$ cat config.mk
export PLATFORM = sky130hd
export DESIGN_NAME = inv_mix_columns_seq
export DESIGN_NICKNAME = d
export VERILOG_FILES = /design/src/rtl/aes_pkg.sv /design/src/rtl/inv_mix_word.sv /design/src/rtl/inv_mix_columns_seq.sv
export SDC_FILE = /design/constraint.sdc
export NUM_CORES = 1
export LEC_CHECK = 0
export CELL_PAD_IN_SITES_DETAIL_PLACEMENT = 1
export CELL_PAD_IN_SITES_GLOBAL_PLACEMENT = 1
export CORE_MARGIN = 4
export CORE_UTILIZATION = 35
export CTS_CLUSTER_SIZE = 30
export DETAILED_ROUTE_END_ITERATION = 12
export GPL_TIMING_DRIVEN = 0
export PLACE_DENSITY_LB_ADDON = 0.1
export SETUP_SLACK_MARGIN = 0.3
export SLEW_MARGIN = 20
export SYNTH_ARGS = -nofsm -noshare
export SYNTH_HDL_FRONTEND = slang
export SYNTH_HIERARCHICAL = 1
export SYNTH_SLANG_ARGS = --single-unit
$ cat constraint.sdc
create_clock -name clk -period 3.3 [get_ports clk]
set_input_delay 0.66 -clock clk [delete_from_list [all_inputs] [get_ports clk]]
set_output_delay 0.66 -clock clk [all_outputs]
set_load 0.01 [all_outputs]
$ cat src/rtl/aes_pkg.sv
// Shared AES GF(2^8) helpers and types for the vector-unit MixColumns/InvMixColumns blocks.
// A column is four bytes with byte0 (the first state row) in the most significant position.
package aes_pkg;

   localparam logic [7:0] AES_POLY = 8'h1B;

   typedef logic [7:0] byte_t;
   typedef byte_t [3:0] column_t;

   typedef enum logic [1:0] {
      IDLE = 2'd0,
      BUSY = 2'd1,
      DONE = 2'd2
   } state_t;

   // Multiply by x modulo x^8+x^4+x^3+x+1
   function automatic byte_t xtime(input byte_t b);
      return {b[6:0], 1'b0} ^ (b[7] ? AES_POLY : 8'h00);
   endfunction

   function automatic byte_t gmul09(input byte_t b);
      return xtime(xtime(xtime(b))) ^ b;
   endfunction

   function automatic byte_t gmul0b(input byte_t b);
      return xtime(xtime(xtime(b))) ^ xtime(b) ^ b;
   endfunction

   function automatic byte_t gmul0d(input byte_t b);
      return xtime(xtime(xtime(b))) ^ xtime(xtime(b)) ^ b;
   endfunction

   function automatic byte_t gmul0e(input byte_t b);
      return xtime(xtime(xtime(b))) ^ xtime(xtime(b)) ^ xtime(b);
   endfunction

endpackage

$ cat src/rtl/inv_mix_word.sv
// Combinational InvMixColumns of a single AES column.
// Index 3 of column_t is byte0 (bits [31:24]), so the matrix rows map onto descending indices.
module inv_mix_word
   import aes_pkg::*;
(
   input  column_t col_in,
   output column_t col_out
);

   byte_t b0, b1, b2, b3;

   assign b0 = col_in[3];
   assign b1 = col_in[2];
   assign b2 = col_in[1];
   assign b3 = col_in[0];

   always_comb begin
      col_out    = '0;
      col_out[3] = gmul0e(b0) ^ gmul0b(b1) ^ gmul0d(b2) ^ gmul09(b3);
      col_out[2] = gmul09(b0) ^ gmul0e(b1) ^ gmul0b(b2) ^ gmul0d(b3);
      col_out[1] = gmul0d(b0) ^ gmul09(b1) ^ gmul0e(b2) ^ gmul0b(b3);
      col_out[0] = gmul0b(b0) ^ gmul0d(b1) ^ gmul09(b2) ^ gmul0e(b3);
   end

endmodule

$ cat src/rtl/inv_mix_columns_seq.sv
// Sequential AES InvMixColumns: one column per clock through a single shared inv_mix_word,
// with valid/ready handshakes on both sides of the vector execute stage.
module inv_mix_columns_seq
   import aes_pkg::*;
#(
   parameter int regSize = 32,
   parameter int vecSize = 4
)
(
   input  logic                             clk,
   input  logic                             rst,
   input  logic                             in_valid,
   output logic                             in_ready,
   input  logic [vecSize-1:0][regSize-1:0]  vect,
   output logic                             out_valid,
   input  logic                             out_ready,
   output logic [vecSize-1:0][regSize-1:0]  new_vect
);

   if (regSize != 32) begin : g_bad_reg_size
      $error("inv_mix_columns_seq: regSize must be 32 (one AES column)");
   end
   if (vecSize < 1) begin : g_bad_vec_size
      $error("inv_mix_columns_seq: vecSize must be at least 1");
   end

   localparam int COL_W = (vecSize > 1) ? $clog2(vecSize) : 1;
   localparam logic [COL_W-1:0] LAST_COL = COL_W'(vecSize - 1);

   state_t                           state;
   logic [COL_W-1:0]                 col;
   logic [vecSize-1:0][regSize-1:0]  buffer;
   column_t                          word_in;
   column_t                          word_out;

   assign word_in = buffer[col];

   inv_mix_word u_word (
      .col_in  (word_in),
      .col_out (word_out)
   );

   // vect is only sampled on an IDLE accept, so idle-time X never reaches buffer
   always_ff @(posedge clk) begin
      if (rst) begin
         state  <= IDLE;
         col    <= '0;
         buffer <= '0;
      end else begin
         unique case (state)
            IDLE: begin
               if (in_valid) begin
                  buffer <= vect;
                  col    <= '0;
                  state  <= BUSY;
               end
            end
            BUSY: begin
               buffer[col] <= word_out;
               if (col == LAST_COL) begin
                  col   <= '0;
                  state <= DONE;
               end else begin
                  col <= col + COL_W'(1);
               end
            end
            DONE: begin
               if (out_ready) begin
                  state <= IDLE;
               end
            end
            default: state <= IDLE;
         endcase
      end
   end

   assign in_ready  = (state == IDLE);
   assign out_valid = (state == DONE);
   assign new_vect  = buffer;

endmodule

Yosys cells after proc, flatten, opt, wreduce, memory -nomap -nowiden
Index checks and enable logic that the tools add are counted.
Word-level totals
  word-level logic and storage cells: 94
  output and inout bits: 130
  register bits: 132
  bits of input ports: 132
Operators by class
  order comparisons: 2
  equal/unequal tests: 6
  reductions and logical operators: 5
  add/subtract/negate cells: 1
  bitwise operators: 48
  multiplexer cells: 26
Operators with widths (count)
  bitwise XOR 8 bit: 47
  one-hot mux 128 bit (2 select lines): 1
  bitwise mux 128 bit: 1
  2-to-1 mux 128 bit: 1
  binary-select mux 32 bit (select 2 bit): 1
  demux 32 bit (select 2 bit): 1
  2-to-1 mux 32 bit: 2
  2-to-1 mux 5 bit: 12
  2-to-1 mux 2 bit: 5
  bitwise XOR 8 x 5 -> 8 bit: 1
  one-hot mux 2 bit (3 select lines): 1
  equality test 2 bit (second input constant): 2
  inequality test 2 bit (second input constant): 2
  one-hot mux 2 bit (2 select lines): 1
  less-than comparator 2 x 3 -> 1 bit (second input constant): 1
  AND reduction 3 bit: 1
  adder 2 x 1 -> 2 bit (second input constant): 1
  equality test 2 x 1 -> 1 bit (second input constant): 1
  greater-or-equal comparator 2 x 1 -> 1 bit (second input constant): 1
  zero test 2 bit: 1
  inequality test 2 x 1 -> 1 bit (second input constant): 1
  AND reduction 2 bit: 1
  nonzero test 2 bit: 1
  logical AND 1 bit: 1

Depth between registers and ports, before layout
Gate-level depths: netlist of run 1.
  depth in word-level cells: 15
  gate-level depth with buffers: 11
  depth with buffers taken out: 8

Modules after synthesis
The synthesis of run 1 kept the hierarchy.
Modules (own cells, without submodules)
  inv_mix_columns_seq: sequential area each 2642.5 um^2, area an instance 7578.5 um^2, times used 1, cells each 752
  inv_mix_word: sequential area each 0.0 um^2, area an instance 2391.0 um^2, times used 1, cells each 213

Worst setup path after synthesis of run 1
OpenSTA, ideal clock, no wires.
  kind: register to register
  start point: reg col[1]
  end point: reg buffer, in the netlist new_vect[124]
  slack: -0.116 ns
  library setup time: 0.070 ns
  clock period less this slack: 3.416 ns
  stages on the path, launching flop included: 12
  arrival: 3.346 ns
  buffers on the path: 3
  data required time: 3.230 ns
  cells stage by stage: dfxtp_1 buf_2 buf_2 mux4_2 buf_6 xor3_2 xnor3_2 xnor3_1 xor2_1 and4b_1 a21oi_1 o2bb2ai_1
RTL lines
  from (decl): RTL line inv_mix_columns_seq.sv:31  | logic [COL_W-1:0] col;
  from (signal assigned): RTL line inv_mix_columns_seq.sv:64  | col <= col + COL_W'(1);
  to (signal assigned): RTL line inv_mix_columns_seq.sv:53  | buffer <= vect;
  to (signal, indexed assignment): RTL line inv_mix_columns_seq.sv:59  | buffer[col] <= word_out;
  to (decl): RTL line inv_mix_columns_seq.sv:32  | logic [vecSize-1:0][regSize-1:0] buffer;

==> impl_metrics.csv, run 1 <==
group,metric,value,unit
outcome,status,"complete, but fails checks",
outcome,violations,"setup timing",
finish,final_core_utilization,0.642,
global_route,global_route_wire_length_before_repair,68200,um
clock_network,cts_buffers,17,
clock_network,cts-htree-levels,4,
finish,layout.cells.non_filler,1802,
placed_design,io_buffers,260,
sta,report.final.hold_viol_count,0,
sta,grt_setup_unrepaired,"true",
job,max_cap_violations,0,
sta,achievable-frequency,279,MHz
critical_path,max_stage_delay,630,ps
critical_path,path_cells,"buf_12 > buf_12 > buf_8 > mux4_2 > xor3_2 > xnor3_2 > buf_6 > xnor2_4 > xnor2_4 > and4b_1 > a21oi_1 > o2bb2ai_1",
synthesis,synth_enable_flop_cells,0,
sta,fin_worst_skew,13.0,ps
critical_path,cp.buffers_inverters,4,
synthesis,synth.cells.most_frequent,"sky130_fd_sc_hd__nor2_1 (157), sky130_fd_sc_hd__dfxtp_1 (132), sky130_fd_sc_hd__xnor2_1 (112)",
clock_network,tritoncts_num_sinks,132,
synthesis,synth-main-ff-cell,"sky130_fd_sc_hd__dfxtp_1",
synthesis,yosys.area.top_type,"sky130_fd_sc_hd__dfxtp_1",
synthesis,yosysSeqAreaShare,0.265,
sta,worst_pin_slew,1220,ps
routing,drc,0,
finish,fillers,2798,
sta,fin_crit,3580,ps
placed_design,place_worst_setup_slack,-662,ps
die,floorplan.die_area,0.0312,mm^2
finish,drive_gt1_frac,0.462,
sta,slack_of_the_critical_path,-281,ps
placed_design,dp_hpwl,32000,um
routing,first_iteration_detailed_routing_drc_count,768,
critical_path,timing.setup.critical_path_class,"reg2reg",
placed_design,placer_congestion_estimate,0.972,
die,top_level_ports,262,
synthesis,top_cells_by_area_in_the_synthesized_netlist,"sky130_fd_sc_hd__dfxtp_1 (27%), sky130_fd_sc_hd__a2111oi_2 (14%), sky130_fd_sc_hd__xnor2_1 (9.8%)",
sta,final_min_period_over_clock_period,1.09,
die,die_h,177,um
routing,detail_route.wl_per_cell,31.1,um
synthesis,synth.ff_latch_count,132,
synthesis,async_flop_share,0,
die,placeableCoreArea,0.0279,mm^2
die,dieWidth,177,um
sta,finalSetupViolations,89,
clock_network,clkTransAtPathRegs,80,ps
synthesis,yosysWarningCount,6,
global_route,grt_start_max_net_pins,17,
critical_path,critical-path-top-delay-family,"XOR/XNOR gates",
synthesis,synthesized_area_divided_by_synthesized_cell_count,10.3,um^2
clock_network,tritoncts,"done",
clock_network,clock_latency,460,ps
routing,routed_via_density,5.66,
die,row_count,61,
synthesis,post-synth-top-area-fraction,0.265,
synthesis,synthCells,965,
routing,routed-via-count,10200,
clock_network,cts_root_buffer,"sky130_fd_sc_hd__clkbuf_16",
clock_network,count_of_hold_buffers_inserted_by_post_cts_repair,0,
synthesis,number_of_distinct_library_cell_variants_in_the_gate_level_netlist_after_synthesis,40,
routing,detail-route-antenna-nets,0,
placed_design,total_instance_count_after_detailed_placement,1603,
synthesis,netlist_area,0.00997,mm^2
critical_path,cp.required,3660,ps
sta,worst_slew_margin_rel,0.185,
critical_path,setup.worst_path.end_class,"flop",
die,initial_core_util,0.357,
critical_path,timing.critical_path.fanout_max,5,
clock_network,clockBufferDepth,2,
finish,area_delta_synth_final,79.8,%
synthesis,mappedNetlistNets,1102,
global_route,grt.total_usage,0.298,
critical_path,worst_setup_path_start_kind,"flop",
synthesis,yosys.cell_count.top_type,"sky130_fd_sc_hd__nor2_1",
critical_path,timing.critical_path.arrival,3940,ps
global_route,antenna_found_initial,1,
sta,timing.final.max_slew_violations,0,
critical_path,crit_path_top_delay_cell,"sky130_fd_sc_hd__mux4_2",
routing,detailedRoute.firstPassIterationCount,5,
worst_hold_path,hp-class,"reg2reg",
global_route,grt_pass1_vias,10200,
routing,totalWireLength,56100,um
finish,layout.nets,1548,
global_route,grt.overflow.total,0,
finish,antenna_diode_instance_count,0,
## area by class of cell
type | instances | area (um^2) | area share
plain buffers | 87 | 791 | 0.0441
clock buffers | 18 | 439 | 0.0245
clock inverters | 14 | 118 | 0.00656
inverters | 99 | 372 | 0.0207
multi-input cells | 647 | 8790 | 0.490
flip-flops and latches | 132 | 2650 | 0.148
well taps | 378 | 473 | 0.0264
repair buffers | 427 | 4300 | 0.240
## per-stage QoR
| stage | hold WS [ps] | setup TNS (ps) | cell area [um^2] |
|---|---|---|---|
| 2_1_floorplan | 496 | 0 | 10100 |
| 3_3_place_gp | 467 | -46010 | 13200 |
| 3_5_place_dp | 478 | -50600 | 13200 |
| 4_1_cts | 482 | -560 | 16300 |
| 5_1_grt | 510 | -14350 | 17900 |
| 6_report | 488 | -7730 | 17900 |
## final timing paths
check                                      to    startpoint  slack, ps  cells after the start
worst max register to register  new_vect[108]        col[1]       -280                     12
worst min-delay path             new_vect[32]  new_vect[32]        490                      2
worst min register to register   new_vect[32]  new_vect[32]        490                      2
worst max-delay path            new_vect[108]        col[1]       -280                     12
## cells in the final DEF, fill, tap and decap left out, types with 4 or more instances in the layout
cell type | synthesis | layout
sky130_fd_sc_hd__a2111oi_4 | 0 | 17
sky130_fd_sc_hd__xnor2_4 | 1 | 55
sky130_fd_sc_hd__and4b_1 | 32 | 32
sky130_fd_sc_hd__xor3_2 | 2 | 6
sky130_fd_sc_hd__clkbuf_8 | 2 | 4
sky130_fd_sc_hd__mux4_2 | 32 | 32
sky130_fd_sc_hd__buf_12 | 5 | 29
sky130_fd_sc_hd__clkdlybuf4s50_1 | 0 | 260
sky130_fd_sc_hd__buf_8 | 1 | 9
sky130_fd_sc_hd__a21oi_2 | 1 | 14
sky130_fd_sc_hd__nor2_4 | 40 | 62
sky130_fd_sc_hd__xor2_1 | 44 | 11
sky130_fd_sc_hd__nor2_2 | 0 | 36
sky130_fd_sc_hd__dfxtp_1 | 132 | 130
sky130_fd_sc_hd__nand2_1 | 4 | 4
sky130_fd_sc_hd__xnor3_2 | 1 | 21
sky130_fd_sc_hd__buf_2 | 33 | 22
sky130_fd_sc_hd__buf_6 | 3 | 66
sky130_fd_sc_hd__xor2_2 | 2 | 12
sky130_fd_sc_hd__inv_6 | 0 | 7
sky130_fd_sc_hd__xnor2_2 | 2 | 37
sky130_fd_sc_hd__buf_4 | 9 | 94
sky130_fd_sc_hd__nor2_1 | 157 | 99
sky130_fd_sc_hd__o2bb2ai_1 | 32 | 31
sky130_fd_sc_hd__clkbuf_1 | 34 | 27
sky130_fd_sc_hd__inv_1 | 99 | 99
sky130_fd_sc_hd__a2111oi_2 | 90 | 79
sky130_fd_sc_hd__clkbuf_16 | 0 | 18
sky130_fd_sc_hd__xor2_4 | 0 | 23
sky130_fd_sc_hd__nand2b_1 | 4 | 4
sky130_fd_sc_hd__ha_1 | 5 | 5
sky130_fd_sc_hd__xnor2_1 | 112 | 23
sky130_fd_sc_hd__a21oi_1 | 33 | 20
sky130_fd_sc_hd__xnor3_1 | 25 | 5
## timing repair
action | CTS | global route
pin swaps | 176 | 138
buffers inserted | 96 | 70
endpoints found under the setup margin | 128 | 128
gates cloned | 1 | 0
gates resized for setup | 288 | 181
## layer usage
layer / vias to the layer above / track usage / share of wire
li1: 4230 / - / -
met2: 608 / 0.507 / 0.48
met5: - / 0 / 0
met1: 5129 / 0.370 / 0.38
met4: 0 / 0.147 / 0.068
met3: 231 / 0.0459 / 0.071
## worst min-delay path: cells and delay by family, from the launching register on
family	cells	cell delay (ps)
AOI/OAI and AO/OA	1	50
DFF	1	330
buffers and inverters	1	70
## flip-flops by register name, summed over array words and instances (netlist names)
name,flops
col,2
state,2
new_vect,128
## cell families after synthesis
family,share of synthesized area
muxes,0.0734
and+or+nand+nor,0.145
AOI/OAI and AO/OA,0.192
DFF,0.265
xor gates and xnor gates,0.227
buffers and inverters,0.0911
adders and majority gates,0.00628
Power of run 1 is left out: the tool's default activity adds up to more than one toggle a clock period on the data nets, which glitch-free logic cannot reach.
==> run 2, diff against run 1 <==
--- a/config.mk
+++ b/config.mk
@@ -19,3 +19,4 @@
 export SYNTH_HDL_FRONTEND = slang
 export SYNTH_HIERARCHICAL = 1
 export SYNTH_SLANG_ARGS = --single-unit
+export TNS_END_PERCENT = 50
==> run 2 against run 1 <==
The run still ends with setup timing left. Largest cell class unchanged. Worst setup slack worse by 42 ps. Sequential share of layout area grew 0.72 points. Via count fell by 3.5%. Global-route usage down 1.0 points. Wire length decreased by 7.7%. Utilization shrank 3.0 points. Highest routed layer unchanged.
==> impl_metrics.csv, run 2 (synthesis gave the netlist of run 1 again) <==
group,metric,value,unit
outcome,status,"complete, but fails checks",
outcome,violations,"setup timing",
placed_design,placed_cell_area,0.0132,mm^2
sta,worst_pin_slew,1200,ps
finish,most_common_library_cell_in_the_layout_ignoring_fill_and_taps,"sky130_fd_sc_hd__clkdlybuf4s50_1",
clock_network,count_of_hold_buffers_inserted_by_post_cts_repair,0,
clock_network,clockBufferDepth,2,
clock_network,cts_buffers,17,
clock_network,clock_latency,450,ps
critical_path,crit_path_top_delay_cell,"sky130_fd_sc_hd__mux4_2",
critical_path,worst-r2r-cell-count,13,
routing,routed_via_density,5.53,
routing,routed-via-count,9841,
clock_network,tritoncts,"done",
critical_path,timing.critical_path.arrival,3970,ps
worst_hold_path,hp-class,"reg2reg",
die,top_level_ports,262,
die,initial_core_util,0.357,
critical_path,timing.critical_path.fanout_max,5,
placed_design,placer_congestion_estimate,0.972,
critical_path,setup.worst_path.end_class,"flop",
global_route,grt_start_max_net_pins,17,
critical_path,regToRegEndpoint,"new_vect[115]",
routing,totalWireLength,51700,um
sta,worst_slew_margin_rel,0.200,
finish,antenna_diode_instance_count,0,
sta,timing.final.max_slew_violations,0,
die,placeableCoreArea,0.0279,mm^2
routing,detailedRoute.firstPassIterationCount,5,
sta,grt_setup_unrepaired,"true",
die,die_h,177,um
sta,report.final.hold_viol_count,0,
critical_path,timing.setup.critical_path_class,"reg2reg",
sta,slack_of_the_critical_path,-323,ps
critical_path,critPathCapture,"new_vect[115]",
clock_network,clkTransAtPathRegs,70,ps
routing,detail-route-antenna-nets,0,
clock_network,cts-htree-levels,4,
critical_path,path_cells,"buf_12 > buf_6 > buf_8 > buf_12 > mux4_2 > buf_8 > xor2_4 > xor3_2 > xnor2_2 > xnor2_2 > and4b_1 > a21oi_1 > o2bb2ai_1",
sta,worst_hold_slack_across_all_endpoints,486,ps
finish,final_cell_mix,"sky130_fd_sc_hd__clkdlybuf4s50_1 (260), sky130_fd_sc_hd__dfxtp_1 (130), sky130_fd_sc_hd__nor2_1 (119), sky130_fd_sc_hd__buf_4 (101), sky130_fd_sc_hd__inv_1 (99)",
routing,first_iteration_detailed_routing_drc_count,788,
placed_design,dp_hpwl,32000,um
placed_design,io_buffers,260,
job,max_cap_violations,0,
routing,drc,0,
finish,area_delta_synth_final,71.5,%
die,dieWidth,177,um
global_route,grt.overflow.total,0,
critical_path,cp.required,3640,ps
critical_path,worstReg2RegStart,"col[1]",
global_route,global_route_wire_length_before_repair,66300,um
clock_network,tritoncts_num_sinks,132,
die,row_count,61,
critical_path,max_stage_delay,550,ps
sta,fin_crit,3620,ps
routing,detail_route.wl_per_cell,29.1,um
global_route,grt.total_usage,0.288,
global_route,grt_pass1_vias,9971,
critical_path,worst_setup_path_start_kind,"flop",
finish,layout.nets,1525,
sta,achievable-frequency,276,MHz
sta,fin_worst_skew,13.9,ps
sta,final_min_period_over_clock_period,1.10,
critical_path,cp-startpoint,"col[1]",
finish,final_cell_area,0.0171,mm^2
sta,finalSetupViolations,76,
finish,final_core_utilization,0.612,
global_route,antenna_found_initial,0,
worst_hold_path,hp-start,"new_vect[125]",
finish,drive_gt1_frac,0.428,
die,floorplan.die_area,0.0312,mm^2
clock_network,cts_root_buffer,"sky130_fd_sc_hd__clkbuf_16",
critical_path,rrSetupSlack,-320,ps
finish,flip_flop_count_of_the_largest_register_all_copies_and_words_added,128,
[run 2: cell count changes in the layout (fill, tap and decap cells not counted), moves of 7 or more]
cell | before | now
sky130_fd_sc_hd__nor2_1 | 99 | 119
sky130_fd_sc_hd__buf_4 | 94 | 101
sky130_fd_sc_hd__xnor2_2 | 37 | 45
sky130_fd_sc_hd__a2111oi_2 | 79 | 87
sky130_fd_sc_hd__a2111oi_4 | 17 | 8
sky130_fd_sc_hd__nor2_2 | 36 | 29
sky130_fd_sc_hd__xnor2_4 | 55 | 38
sky130_fd_sc_hd__xnor2_1 | 23 | 32
sky130_fd_sc_hd__nor2_4 | 62 | 49
sky130_fd_sc_hd__buf_6 | 66 | 36
[run 2: worst min path at each step]
stage | depth (start not counted) | slack (ps) | endpoint
finish | 1 | 490 | new_vect[125]
global route | 1 | 510 | new_vect[111]
CTS | 2 | 490 | new_vect[84]
detailed placement | 1 | 480 | new_vect[111]
global placement | 2 | 470 | new_vect[61]
floorplan | 2 | 500 | new_vect[62]
[run 2: metal layers]
metal | GRT usage | wire, um | vias up
met5 | 0 | 0 | -
met4 | 0.103 | 2850 | 0
met3 | 0.0442 | 3220 | 160
met2 | 0.494 | 25500 | 532
met1 | 0.370 | 20200 | 4966
li1 | - | - | 4183
[run 2: worst max-delay path, delay by kind of cell (launching register included)]
family,cells,cell delay [ps]
muxes,1,550
AOI/OAI and AO/OA,2,370
and+or+nand+nor,1,270
DFF,1,360
xor gates and xnor gates,4,1300
buffers and inverters,5,650
[run 2: stage by stage]
step | setup TNS [ps] | worst slack, ps | cells
after detailed placement | -50600 | -662 | 1603
final | -6230 | -323 | 1779
after CTS | -629 | -110 | 1710
after global routing | -12780 | -409 | 1779
after floorplan | 0 | 297 | 965
after global placement | -46010 | -599 | 1603
[run 2: area by class of cell]
cell class              count  area (um^2)
fillers                  2862        10800
multi-input cells         647         8260
repair buffers            404         4000
flip-flops and latches    132         2650
plain buffers              87          795
well taps                 378          473
clock buffers              18          439
inverters                  99          372
clock inverters            14          118
[run 2: timing repair]
item / 4_1_cts / 5_1_grt
pin swaps: 146 / 122
resized for setup: 241 / 126
buffers inserted: 74 / 69
endpoints found under the setup margin: 128 / 128
cloned: 1 / 0
Power of run 2 is left out for the same reason.
